File: config.mk
export PLATFORM = sky130hd
export DESIGN_NAME = cp0_exception_sequencer_flat
export DESIGN_NICKNAME = d
export VERILOG_FILES = /design/src/rtl/cp0_exception_sequencer_pkg.sv /design/src/rtl/cp0_exception_sequencer_if.sv /design/src/rtl/cp0_exception_sequencer.sv /design/src/flat_wrapper.sv
export SDC_FILE = /design/constraint.sdc
export NUM_CORES = 1
export LEC_CHECK = 0
export BUFFER_PORTS_ARGS = -buffer_cell sky130_fd_sc_hd__buf_2
export CORE_AREA = 2 2 145 147
export DETAILED_ROUTE_END_ITERATION = 12
export DIE_AREA = 0 0 147 149
export HOLD_SLACK_MARGIN = 0.05
export PLACE_DENSITY_LB_ADDON = 0.15
export SETUP_SLACK_MARGIN = 0.15
export SYNTH_ARGS = -nofsm -noshare
export SYNTH_HDL_FRONTEND = slang
export SYNTH_SLANG_ARGS = --single-unit
File: constraint.sdc
create_clock -name clk -period 4.75 [get_ports clk]
set_clock_uncertainty 0.15 [all_clocks]
set_input_delay 1.1875 -clock clk [delete_from_list [all_inputs] [get_ports clk]]
set_output_delay 1.1875 -clock clk [all_outputs]
set_load 0.01 [all_outputs]
File: src/rtl/cp0_exception_sequencer_pkg.sv
// -----------------------------------------------------------------------------
// cp0_exception_sequencer_pkg
// Shared CP0 definitions for the exception sequencer:
//   - CP0 write-port addresses ({reg[4:0], sel[2:0]}) for BadVAddr/Status/Cause/EPC
//   - MIPS ExcCode values
//   - sequencer state encoding and the latched request record
//   - default exception handler vector
//   - small helpers that build the EPC/Cause write data and the WB bypass
// -----------------------------------------------------------------------------
package cp0_exception_sequencer_pkg;

  // CP0 register addresses as seen on the write port
  localparam logic [7:0] CP0_ADDR_BADVADDR = 8'h40;
  localparam logic [7:0] CP0_ADDR_STATUS   = 8'h60;
  localparam logic [7:0] CP0_ADDR_CAUSE    = 8'h68;
  localparam logic [7:0] CP0_ADDR_EPC      = 8'h70;

  // ExcCode values
  localparam logic [4:0] EXC_INT  = 5'd0;
  localparam logic [4:0] EXC_MOD  = 5'd1;
  localparam logic [4:0] EXC_TLBL = 5'd2;
  localparam logic [4:0] EXC_TLBS = 5'd3;
  localparam logic [4:0] EXC_ADEL = 5'd4;
  localparam logic [4:0] EXC_ADES = 5'd5;
  localparam logic [4:0] EXC_IBE  = 5'd6;
  localparam logic [4:0] EXC_DBE  = 5'd7;
  localparam logic [4:0] EXC_SYS  = 5'd8;
  localparam logic [4:0] EXC_BP   = 5'd9;
  localparam logic [4:0] EXC_RI   = 5'd10;
  localparam logic [4:0] EXC_CPU  = 5'd11;
  localparam logic [4:0] EXC_OV   = 5'd12;
  localparam logic [4:0] EXC_TR   = 5'd13;

  localparam logic [31:0] EXC_VECTOR_DEFAULT = 32'hBFC0_0380;
  localparam logic [31:0] STATUS_EXL_MASK    = 32'h0000_0002;

  typedef enum logic [2:0] {
    IDLE     = 3'd0,
    W_BADV   = 3'd1,
    W_EPC    = 3'd2,
    W_CAUSE  = 3'd3,
    W_STATUS = 3'd4,
    E_STATUS = 3'd5,
    REDIRECT = 3'd6
  } seq_state_e;

  // Everything captured at acceptance; the sequence runs only from this copy.
  typedef struct packed {
    logic        is_eret;
    logic [4:0]  code;
    logic [31:0] pc;
    logic        in_ds;
    logic        badv_valid;
    logic [31:0] badvaddr;
    logic [31:0] status;
    logic [31:0] cause;
    logic [31:0] epc;
  } exc_req_t;

  // Restart PC: a delay-slot fault restarts at the branch (wraps at 32 bits).
  function automatic logic [31:0] epc_value(input logic [31:0] pc, input logic in_ds);
    return in_ds ? (pc - 32'd4) : pc;
  endfunction

  // Cause update: ExcCode always replaced; BD only refreshed when not already in EXL.
  function automatic logic [31:0] cause_value(input logic [31:0] cause, input logic [4:0] code,
                                              input logic in_ds, input logic exl);
    logic [31:0] c;
    c      = cause;
    c[6:2] = code;
    if (!exl) begin
      c[31] = in_ds;
    end else begin
      c[31] = cause[31];
    end
    return c;
  endfunction

  // Same-cycle WB mtc0 to a register wins over the forwarded view.
  function automatic logic [31:0] wb_bypass(input logic [31:0] cur, input logic wb_flag,
                                            input logic [7:0] wb_addr, input logic [31:0] wb_data,
                                            input logic [7:0] addr);
    return (wb_flag && (wb_addr == addr)) ? wb_data : cur;
  endfunction

endpackage

File: src/rtl/cp0_exception_sequencer_if.sv
// -----------------------------------------------------------------------------
// cp0_exception_sequencer_if
// Bundles the pipeline-side signals of the exception sequencer.
//   inputs to the sequencer : WB mtc0 (flag/addr/data), forwarded Status/Cause/EPC,
//                             MEM exception request fields, eret request
//   outputs of the sequencer: CP0 write port, stall/flush, PC redirect, busy
// modport slave  : the sequencer itself
// modport master : the pipeline / environment driving it
// -----------------------------------------------------------------------------
interface cp0_exception_sequencer_if;

  logic        wb_cp0_write_flag;
  logic [7:0]  wb_cp0_write_addr;
  logic [31:0] wb_cp0_data_in;
  logic [31:0] cp0_status_in;
  logic [31:0] cp0_cause_in;
  logic [31:0] cp0_epc_in;
  logic        exc_valid;
  logic [4:0]  exc_code;
  logic [31:0] exc_pc;
  logic        exc_in_delay_slot;
  logic        exc_badvaddr_valid;
  logic [31:0] exc_badvaddr;
  logic        eret_valid;

  logic        cp0_write_flag;
  logic [7:0]  cp0_write_addr;
  logic [31:0] cp0_write_data;
  logic        stall_req;
  logic        flush;
  logic        redirect_valid;
  logic [31:0] redirect_pc;
  logic        busy;

  modport master (
    output wb_cp0_write_flag, wb_cp0_write_addr, wb_cp0_data_in,
           cp0_status_in, cp0_cause_in, cp0_epc_in,
           exc_valid, exc_code, exc_pc, exc_in_delay_slot,
           exc_badvaddr_valid, exc_badvaddr, eret_valid,
    input  cp0_write_flag, cp0_write_addr, cp0_write_data,
           stall_req, flush, redirect_valid, redirect_pc, busy
  );

  modport slave (
    input  wb_cp0_write_flag, wb_cp0_write_addr, wb_cp0_data_in,
           cp0_status_in, cp0_cause_in, cp0_epc_in,
           exc_valid, exc_code, exc_pc, exc_in_delay_slot,
           exc_badvaddr_valid, exc_badvaddr, eret_valid,
    output cp0_write_flag, cp0_write_addr, cp0_write_data,
           stall_req, flush, redirect_valid, redirect_pc, busy
  );

endinterface

File: src/rtl/cp0_exception_sequencer.sv
// -----------------------------------------------------------------------------
// cp0_exception_sequencer
// Serialises the CP0 side effects of an exception or eret taken in MEM
// (BadVAddr, EPC, Cause, Status writes, one per cycle), then issues one PC
// redirect. Shares the single CP0 write port with WB mtc0: in IDLE the port is
// a combinational pass-through of WB, otherwise the FSM owns it.
// Ports:
//   clk  - system clock
//   rst  - synchronous active-high reset
//   bus  - cp0_exception_sequencer_if.slave (requests in; write port,
//          stall/flush/redirect/busy out)
// Parameter:
//   EXC_VECTOR - exception handler entry PC
// -----------------------------------------------------------------------------
module cp0_exception_sequencer
  import cp0_exception_sequencer_pkg::*;
#(
  parameter logic [31:0] EXC_VECTOR = EXC_VECTOR_DEFAULT
) (
  input  logic                        clk,
  input  logic                        rst,
  cp0_exception_sequencer_if.slave    bus
);

  seq_state_e  state_q, state_d;
  exc_req_t    req_q, req_d;
  logic        accept_s;
  logic        exl_s;

  logic        wr_flag_q, wr_flag_d;
  logic [7:0]  wr_addr_q, wr_addr_d;
  logic [31:0] wr_data_q, wr_data_d;
  logic        flush_q, flush_d;
  logic        busy_q, busy_d;
  logic        redir_valid_q, redir_valid_d;
  logic [31:0] redir_pc_q, redir_pc_d;

  // Request acceptance and latch-bank capture (exception beats eret).
  always_comb begin
    req_d    = req_q;
    accept_s = (state_q == IDLE) && (bus.exc_valid || bus.eret_valid);
    if (accept_s) begin
      req_d.is_eret    = !bus.exc_valid;
      req_d.code       = bus.exc_code;
      req_d.pc         = bus.exc_pc;
      req_d.in_ds      = bus.exc_in_delay_slot;
      req_d.badv_valid = bus.exc_badvaddr_valid;
      req_d.badvaddr   = bus.exc_badvaddr;
      req_d.status     = wb_bypass(bus.cp0_status_in, bus.wb_cp0_write_flag,
                                   bus.wb_cp0_write_addr, bus.wb_cp0_data_in, CP0_ADDR_STATUS);
      req_d.cause      = wb_bypass(bus.cp0_cause_in, bus.wb_cp0_write_flag,
                                   bus.wb_cp0_write_addr, bus.wb_cp0_data_in, CP0_ADDR_CAUSE);
      req_d.epc        = wb_bypass(bus.cp0_epc_in, bus.wb_cp0_write_flag,
                                   bus.wb_cp0_write_addr, bus.wb_cp0_data_in, CP0_ADDR_EPC);
    end else begin
      req_d = req_q;
    end
    exl_s = req_d.status[1];
  end

  // Next-state selection; optional states are skipped without spending a cycle.
  always_comb begin
    state_d = state_q;
    case (state_q)
      IDLE: begin
        if (!accept_s) begin
          state_d = IDLE;
        end else if (req_d.is_eret) begin
          state_d = E_STATUS;
        end else if (req_d.badv_valid) begin
          state_d = W_BADV;
        end else if (!exl_s) begin
          state_d = W_EPC;
        end else begin
          state_d = W_CAUSE;
        end
      end
      W_BADV:   state_d = exl_s ? W_CAUSE : W_EPC;
      W_EPC:    state_d = W_CAUSE;
      W_CAUSE:  state_d = W_STATUS;
      W_STATUS: state_d = REDIRECT;
      E_STATUS: state_d = REDIRECT;
      REDIRECT: state_d = IDLE;
      default:  state_d = IDLE;
    endcase
  end

  // Outputs for the state being entered, so they can be registered.
  always_comb begin
    wr_flag_d  = 1'b0;
    wr_addr_d  = 8'h00;
    wr_data_d  = 32'h0000_0000;
    redir_pc_d = 32'h0000_0000;
    case (state_d)
      W_BADV: begin
        wr_flag_d = 1'b1;
        wr_addr_d = CP0_ADDR_BADVADDR;
        wr_data_d = req_d.badvaddr;
      end
      W_EPC: begin
        wr_flag_d = 1'b1;
        wr_addr_d = CP0_ADDR_EPC;
        wr_data_d = epc_value(req_d.pc, req_d.in_ds);
      end
      W_CAUSE: begin
        wr_flag_d = 1'b1;
        wr_addr_d = CP0_ADDR_CAUSE;
        wr_data_d = cause_value(req_d.cause, req_d.code, req_d.in_ds, exl_s);
      end
      W_STATUS: begin
        wr_flag_d = 1'b1;
        wr_addr_d = CP0_ADDR_STATUS;
        wr_data_d = req_d.status | STATUS_EXL_MASK;
      end
      E_STATUS: begin
        wr_flag_d = 1'b1;
        wr_addr_d = CP0_ADDR_STATUS;
        wr_data_d = req_d.status & ~STATUS_EXL_MASK;
      end
      REDIRECT: begin
        redir_pc_d = req_d.is_eret ? req_d.epc : EXC_VECTOR;
      end
      default: begin
        wr_flag_d  = 1'b0;
        redir_pc_d = 32'h0000_0000;
      end
    endcase
    busy_d        = (state_d != IDLE);
    redir_valid_d = (state_d == REDIRECT);
    flush_d       = accept_s;
  end

  // State, latch bank and registered FSM outputs.
  always_ff @(posedge clk) begin
    if (rst) begin
      state_q       <= IDLE;
      req_q         <= '0;
      wr_flag_q     <= 1'b0;
      wr_addr_q     <= 8'h00;
      wr_data_q     <= 32'h0000_0000;
      flush_q       <= 1'b0;
      busy_q        <= 1'b0;
      redir_valid_q <= 1'b0;
      redir_pc_q    <= 32'h0000_0000;
    end else begin
      state_q       <= state_d;
      req_q         <= req_d;
      wr_flag_q     <= wr_flag_d;
      wr_addr_q     <= wr_addr_d;
      wr_data_q     <= wr_data_d;
      flush_q       <= flush_d;
      busy_q        <= busy_d;
      redir_valid_q <= redir_valid_d;
      redir_pc_q    <= redir_pc_d;
    end
  end

  // Write-port mux: WB owns the port only while idle.
  assign bus.cp0_write_flag = (state_q == IDLE) ? bus.wb_cp0_write_flag : wr_flag_q;
  assign bus.cp0_write_addr = (state_q == IDLE) ? bus.wb_cp0_write_addr : wr_addr_q;
  assign bus.cp0_write_data = (state_q == IDLE) ? bus.wb_cp0_data_in    : wr_data_q;

  assign bus.stall_req      = busy_q;
  assign bus.busy           = busy_q;
  assign bus.flush          = flush_q;
  assign bus.redirect_valid = redir_valid_q;
  assign bus.redirect_pc    = redir_pc_q;

endmodule
File: src/flat_wrapper.sv
// flat-port wrapper written by rule: the top's interface ports become plain ports
module cp0_exception_sequencer_flat import cp0_exception_sequencer_pkg::*;
#(
  parameter logic [31:0] EXC_VECTOR = EXC_VECTOR_DEFAULT
)
  (clk, rst, bus_wb_cp0_write_flag, bus_wb_cp0_write_addr, bus_wb_cp0_data_in, bus_cp0_status_in, bus_cp0_cause_in, bus_cp0_epc_in, bus_exc_valid, bus_exc_code, bus_exc_pc, bus_exc_in_delay_slot, bus_exc_badvaddr_valid, bus_exc_badvaddr, bus_eret_valid, bus_cp0_write_flag, bus_cp0_write_addr, bus_cp0_write_data, bus_stall_req, bus_flush, bus_redirect_valid, bus_redirect_pc, bus_busy);
  cp0_exception_sequencer_if bus_i ();
  input  logic clk;
  input  logic rst;
  input wire logic [$bits(bus_i.wb_cp0_write_flag)-1:0] bus_wb_cp0_write_flag;
  input wire logic [$bits(bus_i.wb_cp0_write_addr)-1:0] bus_wb_cp0_write_addr;
  input wire logic [$bits(bus_i.wb_cp0_data_in)-1:0] bus_wb_cp0_data_in;
  input wire logic [$bits(bus_i.cp0_status_in)-1:0] bus_cp0_status_in;
  input wire logic [$bits(bus_i.cp0_cause_in)-1:0] bus_cp0_cause_in;
  input wire logic [$bits(bus_i.cp0_epc_in)-1:0] bus_cp0_epc_in;
  input wire logic [$bits(bus_i.exc_valid)-1:0] bus_exc_valid;
  input wire logic [$bits(bus_i.exc_code)-1:0] bus_exc_code;
  input wire logic [$bits(bus_i.exc_pc)-1:0] bus_exc_pc;
  input wire logic [$bits(bus_i.exc_in_delay_slot)-1:0] bus_exc_in_delay_slot;
  input wire logic [$bits(bus_i.exc_badvaddr_valid)-1:0] bus_exc_badvaddr_valid;
  input wire logic [$bits(bus_i.exc_badvaddr)-1:0] bus_exc_badvaddr;
  input wire logic [$bits(bus_i.eret_valid)-1:0] bus_eret_valid;
  output wire logic [$bits(bus_i.cp0_write_flag)-1:0] bus_cp0_write_flag;
  output wire logic [$bits(bus_i.cp0_write_addr)-1:0] bus_cp0_write_addr;
  output wire logic [$bits(bus_i.cp0_write_data)-1:0] bus_cp0_write_data;
  output wire logic [$bits(bus_i.stall_req)-1:0] bus_stall_req;
  output wire logic [$bits(bus_i.flush)-1:0] bus_flush;
  output wire logic [$bits(bus_i.redirect_valid)-1:0] bus_redirect_valid;
  output wire logic [$bits(bus_i.redirect_pc)-1:0] bus_redirect_pc;
  output wire logic [$bits(bus_i.busy)-1:0] bus_busy;
  assign bus_i.wb_cp0_write_flag = bus_wb_cp0_write_flag;
  assign bus_i.wb_cp0_write_addr = bus_wb_cp0_write_addr;
  assign bus_i.wb_cp0_data_in = bus_wb_cp0_data_in;
  assign bus_i.cp0_status_in = bus_cp0_status_in;
  assign bus_i.cp0_cause_in = bus_cp0_cause_in;
  assign bus_i.cp0_epc_in = bus_cp0_epc_in;
  assign bus_i.exc_valid = bus_exc_valid;
  assign bus_i.exc_code = bus_exc_code;
  assign bus_i.exc_pc = bus_exc_pc;
  assign bus_i.exc_in_delay_slot = bus_exc_in_delay_slot;
  assign bus_i.exc_badvaddr_valid = bus_exc_badvaddr_valid;
  assign bus_i.exc_badvaddr = bus_exc_badvaddr;
  assign bus_i.eret_valid = bus_eret_valid;
  assign bus_cp0_write_flag = bus_i.cp0_write_flag;
  assign bus_cp0_write_addr = bus_i.cp0_write_addr;
  assign bus_cp0_write_data = bus_i.cp0_write_data;
  assign bus_stall_req = bus_i.stall_req;
  assign bus_flush = bus_i.flush;
  assign bus_redirect_valid = bus_i.redirect_valid;
  assign bus_redirect_pc = bus_i.redirect_pc;
  assign bus_busy = bus_i.busy;
  cp0_exception_sequencer #(.EXC_VECTOR(EXC_VECTOR)) u_core (.clk(clk), .rst(rst), .bus(bus_i));
endmodule
## Word-level counts from Yosys, hierarchy flattened

Cells that the tools add are included.

- Bits in registers: 247
- Latch bits: 0
- RAM bits: 0
- Memory bits (read-only): 0
- Input bits: 212
- Logic and storage cells: 67
- Memories: 0

- Add/subtract/negate cells: 1
- Multiply operators: 0
- Div/mod/pow operators: 0
- $lt $le $gt $ge: 0
- Equal/unequal tests: 14
- Shifts and indexed selects: 0
- Mux-type cells: 18
- Bitwise logic cells: 2
- Reductions and logical operators: 13

Operators with widths:

| operator | count |
|---|---|
| 32-bit two-way mux | 6 |
| 168-bit two-way mux | 1 |
| 32-bit one-hot mux with 5 select lines | 1 |
| 32-bit by 3-bit subtractor with 32-bit output (second input constant) | 1 |
| 7-bit one-hot mux with 4 select lines | 1 |
| 8-bit by 7-bit == test with 1-bit output (second input constant) | 3 |
| 3-bit == test (second input constant) | 5 |
| 3-bit one-hot mux with 5 select lines | 1 |
| 3-bit by 2-bit == test with 1-bit output (second input constant) | 4 |
| 3-bit two-way mux | 3 |
| 8-bit two-way mux | 1 |
| 3-bit by 1-bit == test with 1-bit output (second input constant) | 2 |
| 2-bit OR reduction | 3 |
| 5-bit OR reduction | 1 |
| 1-bit logical AND | 4 |
| 1-bit two-way mux | 4 |
| 3-bit logical NOT | 1 |
| 3-bit nonzero test | 1 |
| 3-bit OR reduction | 1 |
| 1-bit NOT | 2 |
| 1-bit logical NOT | 1 |
| 1-bit logical OR | 1 |

## Depth between registers and ports, before layout

- Depth in word-level cells: 12
- Mapped depth: 13

## Worst setup path after synthesis

Ideal clock, no wire load.

- Path type: input to register
- Start: in bus_exc_valid
- End: reg u_core.wr_data_q[18]
- Library setup time: 0.120 ns
- Data arrival time: 3.951 ns
- Data required time: 4.480 ns
- Setup slack: 0.529 ns
- Cell stages on the path: 12
- Path buffers: 3
- Path through: clkbuf_1 > or2_1 > nand2_1 > buf_2 > buf_1 > mux2i_1 > ha_1 > inv_1 > a221o_4 > nor4_2 > nor3b_1 > o31a_1

- Word-level cells in the longest chain between the ends: 10

Ends and longest elaborated chain:

| what | line | text |
|---|---|---|
| from (decl) | flat_wrapper.sv:16 | `input wire logic [$bits(bus_i.exc_valid)-1:0] bus_exc_valid;` |
| branches (longest 9 deep; another with 32-bit by 3-bit subtractor with 32-bit output) | n/a |  |
| 32-bit one-hot mux with 5 select lines * | cp0_exception_sequencer.sv:94 | `case (state_d)` |
| to (signal assigned) | cp0_exception_sequencer.sv:150 | `wr_data_q <= wr_data_d;` |
| to (decl) | cp0_exception_sequencer.sv:32 | `logic [31:0] wr_data_q, wr_data_d;` |

Every way passes the cells marked *.
A chain may end at the register's enable or synchronous reset.

## Final worst setup path

- Start: reg u_core.state_q[1]
- End: out bus_cp0_write_addr[3]

- Word-level cells in the longest chain between the ends: 2

Ends and longest elaborated chain:

| what | line | text |
|---|---|---|
| from (decl) | cp0_exception_sequencer.sv:25 | `seq_state_e state_q, state_d;` |
| from (signal assigned) | cp0_exception_sequencer.sv:146 | `state_q <= state_d;` |
| 3-bit logical NOT | cp0_exception_sequencer.sv:160 | `assign bus.cp0_write_addr = (state_q == IDLE) ? bus.wb_cp0_write_addr : wr_addr_q;` |
| 8-bit two-way mux | cp0_exception_sequencer.sv:160 |  |
| to (decl) | flat_wrapper.sv:24 | `output wire logic [$bits(bus_i.cp0_write_addr)-1:0] bus_cp0_write_addr;` |

Every way passes these cells.

==> key figures <==
Synth
  – Mapped Area: 10370 µm²
  – Yosys top cell by area: dfxtp_1
  – Primary FF master, synth: dfxtp_1
  – FF+latch count, synth: 205
  – Most numerous cell in the Yosys netlist: nand2_1
  – Sequential share of the synthesized area: between 30% and 40%
  – Syn_nets: 1461
  – Synth top area cells: dfxtp_1 40%, mux2i_1 12%, nand2_1 8.4%
  – Yosys cell types: 69
  – Syn. warnings: 0
  – Commonest cells post-synth: 231 x nand2_1, 205 x dfxtp_1, 124 x mux2i_1, 98 x nor2_1, 85 x nor2b_1
  – Post-synth EDFFs: 0
  – Synth Area per Inst: 8.313 µm²
  – Yosys top cell area share: 39.56%
  – Cells after synthesis: 1248
  – Async S/R FF share, synth: 0%

Layout
  – Fraction of layout cells with a size suffix above 1: roughly 25%
  – Non-filler cells, final: 1776
  – Fin nets: ~1700
  – Fill cell count: 1870
  – P&R area growth vs syn: 22.41%

Pwr
  – Pleak: between 5 and 6 nW
  – Max IR drop VDD: between 400 and 500 µV
  – PD cells: 466.5 nW/µm²

Min path
  – Worst Hold Class: flop to flop
  – Min-delay src: u_core.req_q[166]
  – Worst hold path depth: 2
  – Hold worst-path end: u_core.req_q[166]

Clock tree
  – Clk sink count: 205
  – Max H-tree Level: 1
  – Clock transition at the registers of the reported paths: 0.06 ns
  – Setup Fix Bufs, Post-CTS: 0
  – Cts bufs inserted: 22
  – CTS tree: yes
  – CTS root buffer: clkbuf_16
  – Post-CTS Hold Buffers: 0
  – Clock Latency Late Sink: roughly 0.51 ns
  – CTS max path bufs: 3
  – Resize count post-CTS: 0

STA
  – RSZ-0062 raised after global routing: false
  – Final Max Tran Viols: 0
  – Fin crit share: 81.16%
  – Final setup viols: 0
  – Final Hold Fails: 0
  – Worst-Margin Slew: 1.152 ns
  – Final Critical Period: 3.855 ns
  – Worst rel slew slack: 22.84%
  – F_max: 0.2594 GHz
  – Setup TNS: 0 ns
  – Final Hold Slack: ~0.31 ns

Die
  – Rows: 53
  – Chip width: 147 µm
  – Initial core utilization: between 50% and 60%
  – Area of the die: between 20000 and 25000 µm²
  – Ports: 289
  – Die span in y: 149 µm
  – Core ar.: 20560 µm²

Setup path
  – R2R setup slack: 1.38 ns
  – Top delay family on crit path: buffers and inverters
  – Origin of the critical flop-to-flop path: u_core.state_q[1]
  – Reg-to-Reg End: u_core.wr_data_q[17]
  – Critical Path End Type: output port
  – Arr. time, crit path: 2.52 ns
  – CP peak stage delay: 0.64 ns
  – Crit path buffers/inverters: 2
  – Top cell by count, worst path: nand2_1
  – Max FO, Critical Path: 62
  – Cells along the critical path: nor3_4, buf_4, nand2_1, nand2_1, buf_2
  – Critical Setup Path Class: flop to output port
  – Reg2reg path depth: 7
  – WP data required: roughly 3.4 ns
  – CP Launch Type: flop
  – Worst path slowest cell: buf_4

Run status
  – Run status: complete, no violations

Run
  – Maxcap violations: 0

GRT
  – Total track usage: 29.14%
  – Vias in the first global route: 9171
  – Largest net degree at the start of global routing: 92
  – Grt met1 use: 40.75%
  – Grt ovf: 0
  – First-pass GRT wire length: 50.48 mm
  – Initial antenna violation count: 6
  – Grt met3 use: 5.046%
  – Global routing's busiest layer: met2
  – GR Util met2: 46.22%

Drt
  – Wire per inst: 18.75 µm
  – Remaining DRCs: 0
  – Via density: 5.662
  – DR vias: 10060
  – DRT Pass-1 Iters: 5
  – Initial drt markers: ~670
  – Antenna-violating nets left: 0
  – Final WL: around 33 mm

Place
  – Dpl cells: 1730
  – Post-DP HPWL: 23.64 mm
  – Buffers on Ports: 283
  – Placer Congestion: 0.9181
## tightest hold or removal path, cell delays in order (launching register included)
cell     delay [ns]
dfxtp_1        0.31
nand2_1        0.05
a21oi_1        0.06
## stage by stage
| step | cell area (µm²) | worst slack (ns) | total power (W) | utilization, % |
|---|---|---|---|---|
| finish | 12700 | 0.8948 | 0.005924 | 61.78 |
| global route | 12700 | 0.8239 | 0.006241 | 61.77 |
| CTS | 12680 | 0.9503 | 0.005924 | 61.70 |
| detailed placement | 11940 | 0.6187 | 0.004180 | 58.09 |
| global placement | 11940 | 0.7141 | 0.004153 | 58.09 |
| floorplan | 10380 | 0.5288 | 0.003542 | - |
## routing by layer
metal	vias up	wire (µm)
met2	410	14970
met5	-	0
met1	4699	14720
met3	79	2476
met4	0	1133
li1	4868	-
## state kept, by name, summed over array words and instances (netlist names)
name and cells:
u_core.wr_addr_q 4, u_core.bus.flush 1, u_core.wr_data_q 32, u_core.bus.redirect_valid 1, u_core.bus.busy 1, u_core.bus.redirect_pc 32
u_core.state_q 3, u_core.wr_flag_q 1, u_core.req_q 130
## worst max-delay path by stage
stage	start	end	slack, ns	depth (start not counted)
CTS	u_core.state_q[1]	bus_cp0_write_addr[3]	0.95	5
global placement	bus_exc_valid	u_core.wr_data_q[14]	0.71	10
finish	u_core.state_q[1]	bus_cp0_write_addr[3]	0.89	5
floorplan	bus_exc_valid	u_core.wr_data_q[18]	0.53	12
detailed placement	bus_exc_valid	u_core.wr_data_q[14]	0.62	10
global route	u_core.state_q[1]	bus_cp0_write_addr[3]	0.82	5
## cell families after synthesis
family	Yosys count	share of synthesized area, %
adders and majority gates	1	0.1206
xor gates and xnor gates	24	2.026
buffers and inverters	106	4.173
DFF	205	39.56
and+or+nand+nor	513	23.44
muxes	131	12.72
AOI/OAI and AO/OA	268	17.96
## placed cells by master, fill, tap and decap left out, types with 22 or more instances in the layout
cell type    n
nor2b_1     85
buf_2      282
a21oi_1     33
a211oi_1    40
o21ai_0     76
nand2_1    230
mux2i_1    124
buf_4       23
dfxtp_1    205
clkbuf_16   22
nor2_1      95
## area by class of cell
class | instances | area (µm²) | share of cell area (%)
multi-input combinational | 937 | 5879 | 46.30
sequential | 205 | 4104 | 32.32
timing repair buffer | 305 | 1584 | 12.47
clock buffer | 31 | 634.4 | 4.995
tap | 275 | 344.1 | 2.709
clock inverter | 9 | 108.9 | 0.8571
inverter | 8 | 30.03 | 0.2365
antenna | 6 | 15.01 | 0.1182
## power breakdown
group	leakage (nW)	total [W]	internal, W	switching (W)
Combinational	3.65	0.00207	0.000740	0.00133
Sequential	1.68	0.00211	0.00199	0.000120
Clock	0.367	0.00175	0.00104	0.000703
(Power assumes the default switching activity.)
